**src/rtl/mem_stage_if.sv**
```systemverilog
// Data-memory bus between mem_stage (master) and the data memory (slave).
interface mem_stage_if #(
    parameter int ADDR_W = 8,
    parameter int DATA_W = 16
);
    // Handshake: the master raises dmem_req and holds dmem_we/dmem_addr/dmem_wdata
    // stable until the slave pulses dmem_ack for one cycle; dmem_rdata is valid only
    // in that ack cycle, and an ack seen while dmem_req is low carries no meaning.
    logic              dmem_req;
    logic              dmem_we;
    logic [ADDR_W-1:0] dmem_addr;
    logic [DATA_W-1:0] dmem_wdata;
    logic [DATA_W-1:0] dmem_rdata;
    logic              dmem_ack;

    modport master (
        output dmem_req, dmem_we, dmem_addr, dmem_wdata,
        input  dmem_rdata, dmem_ack
    );

    modport slave (
        input  dmem_req, dmem_we, dmem_addr, dmem_wdata,
        output dmem_rdata, dmem_ack
    );
endinterface

```
**src/rtl/mem_stage.sv**
```systemverilog
// Memory-access stage: forwards ALU results to WB, runs req/ack loads and stores with
// upstream stall. Optional ack timeout with sticky mem_err enabled by MEM_TIMEOUT_EN.
module mem_stage #(
    parameter int DATA_W  = 16,
    parameter int ADDR_W  = 8,
    parameter int TIMEOUT = 255
) (
    input  logic        clk,
    input  logic        rst_n,
    input  logic [37:0] pipeline_re_i,
    output logic [19:0] pipeline_ou,
    output logic        stall,
    mem_stage_if.master dmem,
    output logic [2:0]  mem_op_dest,
    output logic        mem_err,
    output logic [1:0]  dbg_state
);

    typedef enum logic [1:0] {
        IDLE = 2'd0,
        REQ  = 2'd1,
        DONE = 2'd2
    } state_t;

    state_t            state;
    logic [DATA_W-1:0] rdata_q;

    logic [15:0] alu_result;
    logic        mem_writ_en;
    logic [15:0] mem_writ_data;
    logic        wri_back_en;
    logic [2:0]  wri_back_dest;
    logic        wri_back_result_mux;
    logic        store;
    logic        load;
    logic        mem_op;
    logic        is_load;

    assign alu_result          = pipeline_re_i[37:22];
    assign mem_writ_en         = pipeline_re_i[21];
    assign mem_writ_data       = pipeline_re_i[20:5];
    assign wri_back_en         = pipeline_re_i[4];
    assign wri_back_dest       = pipeline_re_i[3:1];
    assign wri_back_result_mux = pipeline_re_i[0];

    assign store   = mem_writ_en;
    assign load    = wri_back_en & wri_back_result_mux;
    assign mem_op  = store | load;
    // A store that also looks like a load is treated as a store with no write-back.
    assign is_load = load & ~store;

    // Stall is also gated by reset so upstream is released the moment reset asserts.
    assign stall       = rst_n & mem_op & (state != DONE);
    assign mem_op_dest = wri_back_dest;
    assign dbg_state   = state;

`ifdef MEM_TIMEOUT_EN
    logic [7:0] wait_cnt;
`else
    assign mem_err = 1'b0;
`endif

    always_ff @(posedge clk or negedge rst_n) begin
        if (!rst_n) begin
            state           <= IDLE;
            pipeline_ou     <= '0;
            rdata_q         <= '0;
            dmem.dmem_req   <= 1'b0;
            dmem.dmem_we    <= 1'b0;
            dmem.dmem_addr  <= '0;
            dmem.dmem_wdata <= '0;
`ifdef MEM_TIMEOUT_EN
            wait_cnt        <= '0;
            mem_err         <= 1'b0;
`endif
        end else begin
            case (state)
                IDLE: begin
                    if (mem_op) begin
                        dmem.dmem_we    <= store;
                        dmem.dmem_addr  <= alu_result[ADDR_W-1:0];
                        dmem.dmem_wdata <= mem_writ_data;
                        dmem.dmem_req   <= 1'b1;
                        pipeline_ou     <= '0;
                        state           <= REQ;
`ifdef MEM_TIMEOUT_EN
                        wait_cnt        <= '0;
`endif
                    end else begin
                        pipeline_ou <= {alu_result, wri_back_en, wri_back_dest};
                    end
                end
                REQ: begin
                    pipeline_ou <= '0;
                    if (dmem.dmem_ack) begin
                        dmem.dmem_req <= 1'b0;
                        if (is_load) rdata_q <= dmem.dmem_rdata;
                        state <= DONE;
                    end
`ifdef MEM_TIMEOUT_EN
                    // Give up after TIMEOUT request cycles; an abandoned load returns a marker.
                    else if (wait_cnt == 8'(TIMEOUT - 1)) begin
                        dmem.dmem_req <= 1'b0;
                        mem_err       <= 1'b1;
                        if (is_load) rdata_q <= DATA_W'(16'hDEAD);
                        state <= DONE;
                    end else begin
                        wait_cnt <= wait_cnt + 8'd1;
                    end
`endif
                end
                DONE: begin
                    if (is_load) pipeline_ou <= {rdata_q, 1'b1, wri_back_dest};
                    else         pipeline_ou <= {alu_result, 1'b0, wri_back_dest};
                    state <= IDLE;
                end
                default: state <= IDLE;
            endcase
        end
    end

endmodule
```
**src/flat_wrapper.sv**
```systemverilog
// flat-port wrapper written by rule: the top's interface ports become plain ports
module mem_stage_flat 
#(
    parameter int DATA_W  = 16,
    parameter int ADDR_W  = 8,
    parameter int TIMEOUT = 255
)
  (clk, rst_n, pipeline_re_i, pipeline_ou, stall, mem_op_dest, mem_err, dbg_state, dmem_dmem_req, dmem_dmem_we, dmem_dmem_addr, dmem_dmem_wdata, dmem_dmem_rdata, dmem_dmem_ack);
  mem_stage_if #(.ADDR_W(ADDR_W), .DATA_W(DATA_W)) dmem_i ();
  input  logic clk;
  input  logic rst_n;
  input  logic [37:0] pipeline_re_i;
  output logic [19:0] pipeline_ou;
  output logic stall;
  output logic [2:0] mem_op_dest;
  output logic mem_err;
  output logic [1:0] dbg_state;
  output wire logic [$bits(dmem_i.dmem_req)-1:0] dmem_dmem_req;
  output wire logic [$bits(dmem_i.dmem_we)-1:0] dmem_dmem_we;
  output wire logic [$bits(dmem_i.dmem_addr)-1:0] dmem_dmem_addr;
  output wire logic [$bits(dmem_i.dmem_wdata)-1:0] dmem_dmem_wdata;
  input wire logic [$bits(dmem_i.dmem_rdata)-1:0] dmem_dmem_rdata;
  input wire logic [$bits(dmem_i.dmem_ack)-1:0] dmem_dmem_ack;
  assign dmem_dmem_req = dmem_i.dmem_req;
  assign dmem_dmem_we = dmem_i.dmem_we;
  assign dmem_dmem_addr = dmem_i.dmem_addr;
  assign dmem_dmem_wdata = dmem_i.dmem_wdata;
  assign dmem_i.dmem_rdata = dmem_dmem_rdata;
  assign dmem_i.dmem_ack = dmem_dmem_ack;
  mem_stage #(.DATA_W(DATA_W), .ADDR_W(ADDR_W), .TIMEOUT(TIMEOUT)) u_core (.clk(clk), .rst_n(rst_n), .pipeline_re_i(pipeline_re_i), .pipeline_ou(pipeline_ou), .stall(stall), .dmem(dmem_i), .mem_op_dest(mem_op_dest), .mem_err(mem_err), .dbg_state(dbg_state));
endmodule
```
**config.mk**
```make
export PLATFORM = sky130hd
export DESIGN_NAME = mem_stage_flat
export DESIGN_NICKNAME = d
export VERILOG_FILES = /design/src/rtl/mem_stage_if.sv /design/src/rtl/mem_stage.sv /design/src/flat_wrapper.sv
export SDC_FILE = /design/constraint.sdc
export NUM_CORES = 1
export LEC_CHECK = 0
export ABC_AREA = 1
export CAP_MARGIN = 20
export CORE_ASPECT_RATIO = 0.5
export CORE_MARGIN = 2
export CORE_UTILIZATION = 51
export CTS_BUF_LIST = sky130_fd_sc_hd__clkbuf_4 sky130_fd_sc_hd__clkbuf_8
export DETAILED_ROUTE_END_ITERATION = 7
export GPL_TIMING_DRIVEN = 0
export PLACE_DENSITY = 0.94
export RECOVER_POWER = 25
export SKIP_LAST_GASP = 1
export SLEW_MARGIN = 5
export SYNTH_ARGS = -nofsm -noshare
export SYNTH_HDL_FRONTEND = slang
export SYNTH_SLANG_ARGS = --single-unit
```
**constraint.sdc**
```tcl
create_clock -name clk -period 2.6 [get_ports clk]
set_clock_uncertainty 0.1 [all_clocks]
set_input_delay 0.26 -clock clk [delete_from_list [all_inputs] [get_ports clk]]
set_output_delay 0.26 -clock clk [all_outputs]
set_load 0.005 [all_outputs]
```
==> flow_summary.json, run 1 <==
{
  "status": "finished clean",
  "crit_start": "pipeline_re_i[4]",
  "r2r_cells": 8,
  "cts_sinks": 64,
  "grt_use_met3": 0.06592,
  "synth.distinct_cells": 24,
  "nFillCells": 411,
  "finalHoldViolCount": 0,
  "cts_made_buffers": 9,
  "timing.rr.start": "u_core.dbg_state[0]",
  "grt_pass1_wl_um": 13570,
  "worstPathRequired_ns": 2.24,
  "rsz0062_at_grt": "no",
  "crit_end": "stall",
  "root_buffer": "clkbuf_8",
  "hold_class": "reg2reg",
  "yosysTopAreaCell": "dfrtp_1",
  "max_slew_margin": 0.6145,
  "antenna_cells": 0,
  "post-route-min-period_ns": 2.401,
  "grt_pass1_vias": 2988,
  "finalHoldWorstSlack_ns": 0.3774,
  "fin_crit_sh": 0.9235,
  "vdd_drop_max_mv": 0.5043,
  "slew_viol_final": 0,
  "cts_tree": "done",
  "htreeDepth": 3,
  "grt_overflow": 0,
  "core_um2": 6081,
  "grt_max_degree": 66,
  "synth-seq-area-share": 0.4994,
  "worst_pin_slew_ns": 0.5783,
  "crit_path_max_fanout": 10,
  "netlist_area_um2": 3207,
  "leakage_nw": 2.316,
  "postSynthAreaPerCell_um2": 8.078,
  "synthCells": 397,
  "vias": 3128,
  "postCtsSetupBuffers": 0,
  "wirelength_um": 8633,
  "start_util": 0.5274,
  "detail_route.wl_per_cell_um": 14.20,
  "crit_type": "in2out",
  "r2r_setup_slack_ns": 0.57,
  "use_met2": 0.4378,
  "dp_hpwl_um": 6189,
  "multiInputGateArea_um2": 1202,
  "first_iter_violations": 201,
  "clk_latency_ns": 0.33,
  "ios": 110,
  "final_core_util": 0.7549,
  "synth_area_leaders": "dfrtp_1 50%, nand2_1 12%, inv_1 6.4%, nand3_1 5.6%, a21oi_1 5.3%",
  "grt_use_met1": 0.3253,
  "drtAntennaViolNets": 0,
  "dr.pass1.iters": 5,
  "setup_violations": 0,
  "drc": 0,
  "place.gp.congestion": 0.8577,
  "rows": 20,
  "die-width_um": 116.1,
  "clk_path_buf_depth": 2,
  "chipHeight_um": 60.07,
  "grt_busiest_layer": "met2",
  "yosys_register_bits": 64,
  "cap_violations": 0,
  "fp.dieArea_um2": 6977,
  "max_freq_mhz": 416.5,
  "startpoint_type": "primary input",
  "synth_top_area_frac": 0.4994,
  "grt.total_usage": 0.2585,
  "syn_nets": 460,
  "layout-drive-gt1-share": 0.08077,
  "worstSetupEndpointType": "output port",
  "area_growth_pct": 43.15,
  "routed_via_density": 5.145,
  "worstReg2RegEnd": "u_core.pipeline_ou[8]",
  "regArea_um2": 1602,
  "p_per_area_nw_per_um2": 974.2,
  "port_buffers": 108,
  "clk_pin_slew_ns": 0.07,
  "antenna_found_initial": 0,
  "yosys_warnings": 0,
  "crit_arrival_ns": 2.04,
  "power_mw": 4.472,
  "nets": 580
}
[sequential cells by signal (all words and copies together), names as in the netlist]
register / count
u_core.pipeline_ou: 20
u_core.dmem.dmem_wdata: 16
u_core.rdata_q: 16
u_core.dmem.dmem_addr: 8
u_core.dbg_state: 2
u_core.dmem.dmem_req: 1
u_core.dmem.dmem_we: 1
[through the flow]
| stage | instances | setup TNS (ns) | setup WS [ns] | cell area [µm²] |
|---|---|---|---|---|
| final | 608 | 0 | 0.1989 | 4591 |
| after global routing | 608 | 0 | 0.05211 | 4591 |
| after CTS | 608 | 0 | 0.02590 | 4584 |
| after detailed placement | 593 | 0 | 0.09118 | 4395 |
| after global placement | 593 | -60.09 | -1.401 | 4398 |
| after floorplan | 397 | 0 | 0.8987 | 3207 |
[where the power goes]
part / switching, mW / internal, mW / total (mW)
Combinational: 0.998 / 1.03 / 2.03
Sequential: 0.226 / 1.42 / 1.65
Clock: 0.361 / 0.439 / 0.800
[area by class of cell]
| class | count | share of cell area |
|---|---|---|
| Timing Repair Buffer | 109 | 0.2385 |
| Buffer | 24 | 0.03952 |
| Multi-Input combinational cell | 250 | 0.2619 |
| Inverter | 59 | 0.04824 |
| Clock inverter | 4 | 0.01036 |
| Tap cell | 88 | 0.02398 |
| Sequential cell | 64 | 0.3489 |
| Clock buffer | 10 | 0.02862 |
[timing repair]
item                       in CTS  in global routing
hold buffers                    1                  0
setup endpoints to repair       0                  1
hold endpoints to repair       64                  0
resized for setup               0                  2
[worst max-delay path, cell delays in order]
cell and delay (ns):
clkdlybuf4s50_1 0.56, nand2_4 0.16, nand2_4 0.13, buf_8 0.14, buf_8 0.13, nand2_1 0.05
nor2_1 0.10, clkdlybuf4s50_1 0.51
[layout by cell type, fill, tap and decap left out]
cell type	instances
buf_2	7
ha_1	6
o22ai_2	1
clkbuf_4	1
dlymetal6s2s_1	1
clkinvlp_4	1
nor2_8	1
buf_1	1
clkbuf_1	3
buf_6	6
clkinv_1	3
inv_1	55
nand4_1	17
clkbuf_8	9
nand2_1	100
dlygate4sd3_1	1
buf_4	6
conb_1	1
clkinv_2	2
dfrtp_1	64
a21oi_1	34
buf_8	2
nor2_1	36
o21ai_1	11
nand3_4	1
bufinv_16	1
o21ai_0	2
o21bai_1	1
clkdlybuf4s50_1	106
nand2_4	3
nand3_1	36
inv_2	1
[worst min path at each step]
stage	start	to	cells after the start
floorplan	rst_n	u_core.dbg_state[0]	0
global placement	u_core.dmem.dmem_wdata[1]	u_core.dmem.dmem_wdata[1]	2
detailed placement	rst_n	u_core.dmem.dmem_wdata[1]	1
CTS	pipeline_re_i[15]	u_core.dmem.dmem_wdata[10]	3
global route	pipeline_re_i[17]	u_core.dmem.dmem_wdata[12]	3
finish	u_core.pipeline_ou[1]	u_core.pipeline_ou[1]	2
[logic make-up after synthesis]
group | synth area share
DFF | 0.4994
other | 0.001169
AOI/OAI and AO/OA | 0.07959
buffers and inverters | 0.1256
adders and majority gates | 0.02341
and+or+nand+nor | 0.2708
[metal layers]
metal | vias up | part of all wire
li1 | 1485 | -
met1 | 1482 | 0.42
met2 | 136 | 0.49
met3 | 25 | 0.070
met4 | 0 | 0.017
met5 | - | 0
[cells in the mapped netlist]
cell,instances
a21oi_1,34
buf_1,1
buf_2,7
buf_4,6
buf_6,5
buf_8,2
clkbuf_1,3
clkinv_1,3
conb_1,1
dfrtp_1,64
ha_1,6
inv_1,55
inv_2,1
nand2_1,100
nand2_4,3
nand3_1,36
nand3_4,1
nand4_1,17
nor2_1,36
nor2_8,1
o21ai_0,2
o21ai_1,11
o21bai_1,1
o22ai_2,1
Power figures use the tool's default switching activity.
==> run 2, diff against run 1 <==
- GPL_ROUTABILITY_DRIVEN: default -> 0
==> results of run 2 <==
The final DEF is identical to that of run 1; final timing and power are the same.
==> run 3, diff against run 2 <==
- CAP_MARGIN: 20 -> default
==> results of run 3 <==
The final DEF is identical to that of run 1; final timing and power are the same.
==> variant, RTL diff (config.mk and constraints of run 1) <==
Reset style: synchronous (`rst_n`), changed in one clocked block.
--- a/src/rtl/mem_stage.sv
+++ b/src/rtl/mem_stage.sv
@@ -61,5 +61,5 @@
 `endif
 
-    always_ff @(posedge clk or negedge rst_n) begin
+    always_ff @(posedge clk) begin
         if (!rst_n) begin
             state           <= IDLE;
Behaviour: differs if rst_n is asserted again (counterexample within 4 cycles, from zero or initial values and one cycle with rst_n low); with rst_n held inactive, the same outputs for 10 cycles.
==> variant against run 1 <==
First-iteration DRC count decreased by 0.50%; wire length increased by 2.1%; cell area decreased by 3.9%; largest cell class is now multi-input gates; worst setup slack improved by 0.015 ns; global-route usage increased by 1.1 points; highest routed layer unchanged; sequential cell count unchanged; synthesized area decreased by 5.9%.
Power is not compared: it rests on default switching activity, and its combinational part moved more than twofold at a synthesized area within 25%.
==> variant: results (changes against run 1) <==
* Slack of the worst reg-to-reg path: 0.65 ns (was 0.57 ns)
- Area taken by flip-flops and latches: 0.00128 mm2 (was 0.00160 mm2)
* Total number of vias: 3,202 (was 3,128)
* Routability cong.: 0.871 (was 0.858)
- Total wirelength of the detailed-routed design: 8820 um (was 8630 um)
* Worst-case reg-to-reg path depth: 6 (was 8)
* Wire length on met3: 725 um (was 606 um)
- Run status: complete, no violations (unchanged)
- Non-CTS buffers: 139 (was 133)
* RR Endpoint: u_core.dmem.dmem_addr[2]$_SDFFE_PN0P_ (was u_core.pipeline_ou[8]$_DFFE_PN0P_)
- The pre-CTS worst setup slack is 0.261 ns (was 0.0912 ns).
- Post-synthesis instance total: 417 (was 397)
- The number of sequential storage elements is 64 (unchanged).
- The total routed wire length on the met1 layer came to 3850 um (was 3620 um).
- Proportion of layout cells with a drive suffix above 1: 0.0702 (was 0.0808)
- The destination of the worst hold path is u_core.dmem.dmem_wdata[0]$_SDFFE_PN0P_ (was u_core.pipeline_ou[1]$_DFFE_PN0P_).
- Fraction of registers with async set/reset: 0 (was 1.00)
- Non-clock buffers, area share: 0.291 (was 0.278)
* Number of filler cells placed in the layout: 381 (was 411)
- The clock buffer count in the final layout was 12 (was 10).
* Leading post-synthesis cells by instance count: sky130_fd_sc_hd__nand2_1 (83), sky130_fd_sc_hd__a21oi_1 (65), sky130_fd_sc_hd__dfxtp_1 (64) (was sky130_fd_sc_hd__nand2_1 (100), sky130_fd_sc_hd__dfrtp_1 (64), sky130_fd_sc_hd__inv_1 (55))
* #MultiIn Comb: 264 (was 250)
* Synth Area in Adders: 0.0249 (was 0.0234)
- The DRC marker count from the first detailed-route iteration is 200 (was 201).
- Pwr Total: around 2900 uW
- The layout inverter count without the clock tree was 58 (was 59).
- Synth unique cells: 23 (was 24)
- The layout overhead on the synthesized area was 46.2% (was 43.2%).
- The tap cell count came to 73 (was 88).
- The sum of buffers and inverters on the critical path is 3 (was 4).
* Area occupied by multi-input gates: 0.00130 mm2 (was 0.00120 mm2)
- Relative area of clock buffers and inverters in the final design: 0.0544 (was 0.0390)
- Post-synthesis sequential area ratio: 0.424 (was 0.499)
* Placed instance area: 0.00419 mm2 (was 0.00440 mm2)
- The wire length on met2 was 4130 um (was 4260 um).
## variant: worst min-delay path: cells and delay by family, from the launching register on
kind | cells | cell delay, ns
DFF | 1 | 0.31
and+or+nand+nor | 1 | 0.06
AOI/OAI and AO/OA | 1 | 0.05
## variant: how the worst max path moves through the flow
stage | from | endpoint | slack, ns | depth (start not counted)
floorplan | u_core.dbg_state[0]$_SDFFE_PN0P_ | u_core.pipeline_ou[17]$_SDFFE_PN0P_ | 0.97 | 8
global placement | rst_n | stall | 0.25 | 5
detailed placement | pipeline_re_i[21] | stall | 0.26 | 8
CTS | pipeline_re_i[21] | stall | 0.26 | 8
global route | rst_n | stall | 0.11 | 5
finish | rst_n | stall | 0.21 | 5
## variant: layer usage
layer  GRT usage  vias up
met1       0.360     1455
met5           0        -
li1            -     1598
met3      0.0731       14
met4      0.0767        0
met2       0.436      135
